==> config.mk <==
export PLATFORM = sky130hd
export DESIGN_NAME = s_box_layer
export DESIGN_NICKNAME = d
export VERILOG_FILES = /design/src/rtl/s_box_pkg.sv /design/src/rtl/s_box_lut.sv /design/src/rtl/s_box_layer.sv
export SDC_FILE = /design/constraint.sdc
export NUM_CORES = 1
export LEC_CHECK = 0
export ABC_AREA = 1
export BUFFER_PORTS_ARGS = -buffer_cell sky130_fd_sc_hd__buf_2
export CAP_MARGIN = 20
export CORE_AREA = 4 4 41 43
export DETAILED_ROUTE_END_ITERATION = 16
export DIE_AREA = 0 0 45 47
export GPL_TIMING_DRIVEN = 0
export SYNTH_ARGS = -nofsm -noshare
export SYNTH_HDL_FRONTEND = slang
export SYNTH_SLANG_ARGS = --single-unit
==> constraint.sdc <==
create_clock -name clk -period 1.6 [get_ports clk]
set_input_delay 0.32 -clock clk [delete_from_list [all_inputs] [get_ports clk]]
set_output_delay 0.32 -clock clk [all_outputs]
set_load 0.05 [all_outputs]
==> src/rtl/s_box_pkg.sv <==
// s_box_pkg: shared width constants and forward/inverse 5-bit substitution tables
package s_box_pkg;
  localparam int SBOX_W = 5;
  localparam int ROW_W = 1;
  localparam int COL_W = 4;
  localparam logic [SBOX_W-1:0] SBOX_FWD [0:31] = '{
    5'd4,  5'd11, 5'd31, 5'd20, 5'd26, 5'd21, 5'd9,  5'd2,
    5'd27, 5'd5,  5'd8,  5'd18, 5'd29, 5'd3,  5'd6,  5'd28,
    5'd30, 5'd19, 5'd7,  5'd14, 5'd0,  5'd13, 5'd17, 5'd24,
    5'd16, 5'd12, 5'd1,  5'd25, 5'd22, 5'd10, 5'd15, 5'd23
  };
  localparam logic [SBOX_W-1:0] SBOX_INV [0:31] = '{
    5'd20, 5'd26, 5'd7,  5'd13, 5'd0,  5'd9,  5'd14, 5'd18,
    5'd10, 5'd6,  5'd29, 5'd1,  5'd25, 5'd21, 5'd19, 5'd30,
    5'd24, 5'd22, 5'd11, 5'd17, 5'd3,  5'd5,  5'd28, 5'd31,
    5'd23, 5'd27, 5'd4,  5'd8,  5'd15, 5'd12, 5'd16, 5'd2
  };
endpackage

==> src/rtl/s_box_lut.sv <==
// s_box_lut: combinational 5-bit table lookup, inverse select only with SBOX_INV_EN
module s_box_lut
  import s_box_pkg::*;
(
  input  logic [SBOX_W-1:0] idx,
`ifdef SBOX_INV_EN
  input  logic              inv,
`endif
  output logic [SBOX_W-1:0] val
);
  logic              row;
  logic [COL_W-1:0]  col;
  logic [SBOX_W-1:0] flat;
  assign {row, col} = idx;
  assign flat = {row, col};
`ifdef SBOX_INV_EN
  assign val = inv ? SBOX_INV[flat] : SBOX_FWD[flat];
`else
  assign val = SBOX_FWD[flat];
`endif
endmodule

==> src/rtl/s_box_layer.sv <==
// s_box_layer: registered 5-bit S-box with 1-cycle latency and valid flag, inv port under SBOX_INV_EN
module s_box_layer
  import s_box_pkg::*;
(
  input  logic              clk,
  input  logic              rst_n,
  input  logic              in_valid,
  input  logic [SBOX_W-1:0] x,
`ifdef SBOX_INV_EN
  input  logic              inv,
`endif
  output logic              out_valid,
  output logic [SBOX_W-1:0] Sx
);
  logic [SBOX_W-1:0] lut_val;
  s_box_lut u_lut (
    .idx (x),
`ifdef SBOX_INV_EN
    .inv (inv),
`endif
    .val (lut_val)
  );
  always_ff @(posedge clk or negedge rst_n) begin
    if (!rst_n) begin
      Sx        <= '0;
      out_valid <= 1'b0;
    end else begin
      out_valid <= in_valid;
      if (in_valid) Sx <= lut_val;
    end
  end
endmodule

==> metrics, run 1 <==
status=completed; Fin. Hold Viols=0; DRC Markers=0; Sink Count=6; Antenna diodes=0; Die X-Extent=45 um; WL final=750 um; Synth async-reset ratio=1.00; leakage power=0.000308 uW; mapped cell area=414 um2; Area Growth Syn to Fin=28.1%; DR vias=376; Critical Path Start=x[1]; Syn Area/Cell=7.81 um2; Final setup viols=0; post-synthesis sequential area ratio=0.363; later-pin clock latency in the skew report=240 ps; global-route usage over all layers=0.0889; Worst EP required=1730 ps; I/O pin count=14; Post-DRT Antenna Nets=0; # fillers=158; Final Cell Area=531 um2; Tmin final=1270 ps; Finished Layout Cells=85; placed cell areas=498 um2; CTS buffer count=3; RR Startpoint=Sx[4]$_DFFE_PN0P_; post-synth top area share=0.363; CTS tree=yes; Max Cap Viol=0; Peak VDD IR=0.242 mV; row count=13; Worst Setup End Kind=flip-flop; detailed router's first-iteration violation count=5; Max Transition Viols Final=0; number of port buffers=13; hold slack=246 ps; WS Path Type=input port to flip-flop; biggest area consumer among synthesized cells=dfrtp_1; Yosys warning total=0; final core area utilization=0.408; grt total ovfl=0; RR Endpoint=Sx[4]$_DFFE_PN0P_; Hold Crit Class=input port to flip-flop; Die H=47 um; final worst path period share=0.793; post-DR vias/cell=4.42; Tightest Pin Transition=253 ps; share of cells above drive strength 1=0.257; Post-synth EDFFs=0; largest net degree at the start of global routing=8; Area contributors post-synth=dfrtp_1, ha_1, nand2_1; Rel. slew slack=0.832; Core Area=1300 um2; most frequent cell after synthesis=nand2_1; dpl hpwl=628 um; clock skew=0 ps; Clock transition at path regs=40 ps; r2r setup slk=970 ps; RSZ-0062 raised after global routing=false; Syn Nets=67; vias in the first global route=318; setup TNS=0 ps; ys flop type=dfrtp_1; PD cells=912 nW/um2; Post-CTS Setup Bufs=0; Post-Synthesis Cells=53; first-pass GRT wire length=1320 um; Wirelength per Cell=8.82 um; FF+latch count, synth=6; placer congestion estimate=0.795; H-tree depth=1; Commonest cells post-synth=nand2_1, inv_1, dfrtp_1, ha_1; initial antenna violation count=0; startpoint type of the worst setup path=input port; CTS Buffer Depth=2; Initial Util=0.318; DIE AREA=2120 um2; router iterations before antenna repair=2; Fmax=789 MHz; CP endpoint=Sx[3]$_DFFE_PN0P_; Crit Path Max Fanout=6; CTS root buffer=clkbuf_4; fin nets=86; Yosys cell types=12; placed cell count=81; Worst EP arrival=1400 ps; Reg2Reg Depth=2
==> worst min path at each step <==
stage | start | endpoint | slack [ps] | cells past startpoint
5_1_grt | in_valid | out_valid$_DFF_PN0_ | 240 | 1
4_1_cts | in_valid | out_valid$_DFF_PN0_ | 240 | 1
6_report | in_valid | out_valid$_DFF_PN0_ | 250 | 1
3_5_place_dp | rst_n | Sx[1]$_DFFE_PN0P_ | 150 | 1
2_1_floorplan | rst_n | Sx[0]$_DFFE_PN0P_ | 20 | 0
3_3_place_gp | rst_n | Sx[2]$_DFFE_PN0P_ | 150 | 1
==> registers in the layout, indices dropped and copies added (netlist names) <==
| register | count |
|---|---|
| Sx | 5 |
| out_valid | 1 |
==> layout make-up <==
| cell class | instances | area, um2 | area share |
|---|---|---|---|
| Multi-Input combinational cell | 40 | 238 | 0.448 |
| Clock buffer | 3 | 22.5 | 0.0425 |
| Sequential cell | 6 | 150 | 0.283 |
| Tap cell | 15 | 18.8 | 0.0354 |
| Timing Repair Buffer | 14 | 75.1 | 0.142 |
| Inverter | 7 | 26.3 | 0.0495 |
==> layout by cell type, fill, tap and decap left out <==
master | Yosys | routed
o211ai_1 | 2 | 2
inv_1 | 7 | 7
clkbuf_4 | 0 | 3
dfrtp_1 | 6 | 6
nand3_1 | 3 | 3
nand2_2 | 2 | 2
buf_2 | 0 | 13
a21oi_1 | 3 | 3
xor2_1 | 2 | 2
dlygate4sd3_1 | 0 | 1
ha_1 | 6 | 6
nand2_1 | 16 | 16
nor2_1 | 2 | 2
o21ai_0 | 3 | 3
o21ai_1 | 1 | 1
==> timing repair <==
action                                 4_1_cts  5_1_grt
endpoints found under the hold margin        6        0
gates resized for setup                      0        0
hold buffers                                 1        0
==> routing by layer <==
metal	up-vias	GRT usage	part of all wire
met5	-	0	0
met4	0	0.105	0.025
met3	2	0.0115	0.087
met2	12	0.113	0.42
met1	156	0.118	0.47
li1	206	-	-
==> cell families (layout without fill, tap and decap cells) <==
family | after synthesis | after routing | share of synthesized area
AOI/OAI and AO/OA | 9 | 9 | 0.121
xor gates and xnor gates | 2 | 2 | 0.0423
adders and majority gates | 6 | 6 | 0.181
buffers and inverters | 7 | 24 | 0.0635
DFF | 6 | 6 | 0.363
and+or+nand+nor | 23 | 23 | 0.230
==> worst max-delay path: stages <==
cell,delay [ps]
buf_2,100
inv_1,160
ha_1,300
inv_1,100
o21ai_0,80
nand2_1,80
nand2_1,50
nand2_1,50
nand2_1,50
nand2_1,50
nand2_1,40
==> where the power goes <==
| part | switching (uW) | leakage, uW | internal (uW) | total [uW] |
|---|---|---|---|---|
| sequential | 8.48 | 0.0000719 | 171 | 180 |
| combinational | 124 | 0.000222 | 47.4 | 172 |
| clock | 48.2 | 0.0000138 | 84.4 | 133 |
==> metrics by stage <==
stage	setup WS, ps	total power [uW]
2_1_floorplan	346	306
3_3_place_gp	82.9	352
3_5_place_dp	72.9	353
4_1_cts	322	493
5_1_grt	197	525
6_report	332	484
(Power assumes the default switching activity.)
==> run 2: changes to the inputs <==
ABC_AREA = 0   (was 1)
clock period = 1.1 ns   (was 1.6 ns; I/O delays follow)
==> metrics, run 2 <==
H-tree depth=1 (unchanged); CP Cell Sequence=buf_8, clkinvlp_4, buf_4, ha_1, xor2_1, o211ai_1, o21ai_0; Fin. Hold Viols=0 (unchanged); Crit Path Max Fanout=4 (-2); Post-DRT Antenna Nets=0 (unchanged); top flop regs=Sx: 5 flops, out_valid: 1 flops; RSZ-0062 raised after global routing=true; I/O pin count=14 (unchanged); Hold Crit Class=input port to flip-flop; Worst Setup End Kind=flip-flop; Worst EP required=1210 ps (-520 ps); post-synth top area share=0.346 (-0.0167); Syn Nets=61 (-9.0%); final worst path period share=1.05; Yosys cell types=20 (+8); largest net degree at the start of global routing=11 (+3); Core Area=1300 um2 (unchanged); Tmin final=1160 ps; Yosys warning total=0 (unchanged); later-pin clock latency in the skew report=240 ps (about the same); placer congestion estimate=0.676 (-15%); initial antenna violation count=0 (unchanged); detailed router's first-iteration violation count=4 (-1); share of cells above drive strength 1=0.479 (+0.222); clock skew=0 ps (unchanged); WS Path Type=input port to flip-flop; failing checks=setup timing; Max Cap Viol=0 (unchanged); WL final=991 um (+32%); Max Transition Viols Final=0 (unchanged); Die H=47 um (unchanged); row count=13 (unchanged); CTS Buffer Depth=2 (unchanged); Die X-Extent=45 um (unchanged); number of port buffers=12 (-1); CP Depth=7 (-4); Largest register FFs=5 (unchanged); Post-Synthesis Cells=47 (-11%); router iterations before antenna repair=3 (+1); CTS root buffer=clkbuf_4; hold slack=101 ps (-145 ps); post-DR vias/cell=4.74 (+7.2%); fin nets=87 (+1.2%); Most flops, register=Sx; # fillers=136 (-14%); dpl ws=-401 ps (-474 ps); Synth async-reset ratio=1.00 (unchanged); biggest area consumer among synthesized cells=dfrtp_1; leakage power=0.000318 uW (+3.2%); dpl hpwl=710 um (+13%); Clock transition at path regs=40 ps (about the same); Worst EP arrival=1260 ps (-140 ps); vias in the first global route=381 (+20%); CTS buffer count=3 (unchanged); Commonest cells post-synth=dfrtp_1, ha_1, nor2_1; Final setup viols=4 (+4); Peak VDD IR=0.370 mV (+53%); grt total ovfl=0 (unchanged); Initial Util=0.334 (+0.0154); FF+latch count, synth=6 (unchanged); Antenna diodes=0 (unchanged); ys flop type=dfrtp_1; status=complete, but fails checks; Syn Area/Cell=9.24 um2 (+18%); Rel. slew slack=0.779 (-0.0533); PD cells=1190 nW/um2 (+30%); worst setup margin=-55.8 ps (-388 ps); global-route usage over all layers=0.104 (+0.0150); CP Buf/Inv Count=3 (unchanged); CTS tree=yes; post-synthesis sequential area ratio=0.346 (-0.0167); first-pass GRT wire length=1580 um (+20%); Fmax=865 MHz; slowest stage cell on the critical path=ha_1; Sink Count=6 (unchanged); Wirelength per Cell=11.5 um (+31%); commonest non-fill, non-tap cells in the layout=buf_2, buf_4, dfrtp_1; Area contributors post-synth=dfrtp_1, ha_1, nor2_1; DRC Markers=0 (unchanged); Reg2Reg Depth=1 (-1); Hold Crit Depth=1 (unchanged); Tightest Pin Transition=332 ps (+78.2 ps); Post-synth EDFFs=0 (unchanged); startpoint type of the worst setup path=input port; mapped cell area=434 um2 (+4.8%); Crit path max-delay family=buffers and inverters; Area Growth Syn to Fin=55.6%; DR vias=408 (+8.5%); slowest stage delay, CP=290 ps (about the same); DIE AREA=2120 um2 (unchanged)
## run 2: final cells by class
type | instances | area [um2] | share of cell area
inverters | 4 | 21.3 | 0.0315
repair buffers | 21 | 151 | 0.224
well taps | 15 | 18.8 | 0.0278
multi-input cells | 35 | 297 | 0.439
clock buffers | 3 | 22.5 | 0.0333
flip-flops and latches | 6 | 150 | 0.222
plain buffers | 2 | 15.0 | 0.0222
## run 2: worst paths after layout
| path | from | to | slack, ps |
|---|---|---|---|
| max | x[1] | Sx[4]$_DFFE_PN0P_ | -60 |
| max reg2reg | Sx[2]$_DFFE_PN0P_ | Sx[2]$_DFFE_PN0P_ | 350 |
| min in group asynchronous | rst_n | Sx[1]$_DFFE_PN0P_ | 330 |
| min reg2reg | Sx[4]$_DFFE_PN0P_ | Sx[4]$_DFFE_PN0P_ | 520 |
| min | in_valid | out_valid$_DFF_PN0_ | 100 |
| max in group asynchronous | rst_n | Sx[0]$_DFFE_PN0P_ | 630 |
## run 2: kinds of logic (layout without fill, tap and decap cells)
| group | after synthesis | in the layout | synth area share |
|---|---|---|---|
| AOI/OAI and AO/OA | 11 | 11 | 0.159 |
| and+or+nand+nor | 13 | 13 | 0.127 |
| muxes | 2 | 2 | 0.0490 |
| buffers and inverters | 6 | 30 | 0.0691 |
| xor gates and xnor gates | 3 | 3 | 0.0778 |
| adders and majority gates | 6 | 6 | 0.173 |
| DFF | 6 | 6 | 0.346 |
## run 2: timing repair
item	4_1_cts	5_1_grt
setup endpoints to repair	2	6
endpoints found under the hold margin	6	0
hold buffers	1	0
pin swaps	5	1
setup buffers	7	1
gates resized for setup	9	5
## run 2: power by group
group / leakage [uW] / internal, uW / switching, uW
clock network: 0.0000138 / 123 / 74.5
registers: 0.0000689 / 251 / 14.8
logic: 0.000235 / 128 / 213
## run 2: stage by stage
stage          power, uW   util  TNS [ps]  std cells  area [um2]
2_1_floorplan        477      -      -205         47         460
3_3_place_gp         547  0.414     -1150         74         539
3_5_place_dp         555  0.414     -1220         74         539
4_1_cts              795  0.496      -121         85         646
5_1_grt              856  0.519      -366         86         676
6_report             804  0.519      -122         86         676
## run 2: per-layer routing
metal / GRT usage / wire length [um]
met5: 0 / 0
met4: 0.0526 / 14
met3: 0.0268 / 81
met2: 0.186 / 486
met1: 0.113 / 409
==> run 3: changes to the inputs <==
CTS_BUF_LIST = sky130_fd_sc_hd__clkbuf_8   (was not set)
==> metrics, run 3 (synthesized netlist as in run 2, its figures left out) <==
share of cells above drive strength 1=0.409 (-0.0698); Max Cap Viol=0 (unchanged); WS Path Type=input port to flip-flop; DRC Markers=0 (unchanged); status=complete, but fails checks; row count=13 (unchanged); CTS Buffer Depth=2 (unchanged); Die H=47 um (unchanged); H-tree depth=1 (unchanged); Wirelength per Cell=11.5 um (about the same); Post-DRT Antenna Nets=0 (unchanged); Worst EP required=1240 ps (+30 ps); DR vias=374 (-8.3%); Worst EP arrival=1280 ps (+20 ps); startpoint type of the worst setup path=input port; vias in the first global route=351 (-7.9%); Max Transition Viols Final=0 (unchanged); clock skew=0 ps (unchanged); largest net degree at the start of global routing=11 (unchanged); r2r setup slk=360 ps (about the same); placer congestion estimate=0.676 (unchanged); Antenna diodes=0 (unchanged); RSZ-0062 raised after global routing=true; Crit Path Max Fanout=4 (unchanged); Tightest Pin Transition=335 ps (+3.83 ps); CTS root buffer=clkbuf_8; failing checks=setup timing; Die X-Extent=45 um (unchanged); Sink Count=6 (unchanged); Most flops, register=Sx; grt total ovfl=0 (unchanged); Clock transition at path regs=40 ps (about the same); top flop regs=Sx: 5 flops, out_valid: 1 flops; Area Growth Syn to Fin=46.4%; detailed router's first-iteration violation count=3 (-1); Rel. slew slack=0.776 (-0.00255); later-pin clock latency in the skew report=220 ps (-20 ps); commonest non-fill, non-tap cell in the layout=buf_2; Largest register FFs=5 (unchanged); RR Endpoint=Sx[2]$_DFFE_PN0P_; leakage power=0.000297 uW (-6.5%); register area=150 um2 (unchanged); DIE AREA=2120 um2 (unchanged); Worst Setup End Kind=flip-flop; Peak VDD IR=0.497 mV (+34%); multi-input logic area=284 um2 (-4.2%); PD cells=1400 nW/um2 (+18%); Core Area=1300 um2 (unchanged); first-pass GRT wire length=1450 um (-8.3%); Fin. Hold Viols=0 (unchanged); RR Startpoint=Sx[2]$_DFFE_PN0P_; router iterations before antenna repair=2 (-1); Reg2Reg Depth=1 (unchanged); I/O pin count=14 (unchanged); initial antenna violation count=0 (unchanged); Tmin final=1140 ps (-13.7 ps); Critical Path Start=x[1]; CTS buffer count=3 (unchanged); global-route usage over all layers=0.0967 (-0.00714); fin nets=82 (-5.7%); dpl hpwl=710 um (unchanged); # fillers=136 (unchanged); Hold Crit Class=input port to flip-flop; commonest non-fill, non-tap cells in the layout=buf_2, dfrtp_1, nor2_1, ha_1; Fmax=876 MHz (+1.2%); final worst path period share=1.04 (-0.0125); post-DR vias/cell=4.62 (-2.7%); number of port buffers=12 (unchanged); WL final=933 um (-5.9%); CTS tree=yes; Finished Layout Cells=81 (-5.8%); Initial Util=0.334 (unchanged); Final setup viols=1 (-3); CP endpoint=Sx[3]$_DFFE_PN0P_; placed cell count=74 (unchanged); worst setup margin=-42.1 ps (+13.7 ps); setup TNS=-42.1 ps (+80.4 ps)
run 3: metrics by stage:
step                      total power, uW  hold slack, ps  worst slack [ps]  cell area [um2]  utilization
after detailed placement              555            51.9              -401              539        0.414
after floorplan                       477           -75.6              -154              460            -
after CTS                             900             119             -45.9              626        0.481
after global placement                547            48.7              -380              539        0.414
final                                 893             123             -42.1              636        0.488
after global routing                  944             119             -89.4              636        0.488
run 3: area by class of cell:
class                      count  share of cell area
timing repair buffer          16               0.165
clock buffer                   3              0.0650
buffer                         2              0.0236
inverter                       4              0.0335
multi-input combinational     35               0.447
sequential                     6               0.236
tap                           15              0.0295
run 3: how the worst min path moves through the flow:
stage / start / to / slack [ps] / depth (start not counted)
floorplan: rst_n / Sx[0]$_DFFE_PN0P_ / -80 / 0
global placement: rst_n / Sx[1]$_DFFE_PN0P_ / 50 / 1
detailed placement: rst_n / Sx[1]$_DFFE_PN0P_ / 50 / 1
CTS: in_valid / out_valid$_DFF_PN0_ / 120 / 1
global route: in_valid / out_valid$_DFF_PN0_ / 120 / 1
finish: in_valid / out_valid$_DFF_PN0_ / 120 / 1
run 3: metal layers:
metal | vias up | track usage | wire (um)
met4 | 0 | 0.0526 | 0
met3 | 0 | 0.0383 | 88
li1 | 197 | - | -
met2 | 14 | 0.161 | 434
met5 | - | 0 | 0
met1 | 163 | 0.106 | 411
run 3: critical path: stages:
cell        delay, ps
buf_8              80
clkinvlp_4        110
ha_4              310
nor3_2             40
a2111o_1          390
a31oi_1           130
run 3: power by group:
group          switching, uW  internal, uW  leakage [uW]
clock                   84.1           234     0.0000216
combinational            205           104      0.000207
sequential              14.3           252     0.0000689
run 3: timing repair:
item,in CTS,in global routing
pin swaps,3,0
setup endpoints to repair,2,3
endpoints found under the hold margin,6,0
gates resized for setup,6,4
setup buffers,3,0
hold buffers,1,0
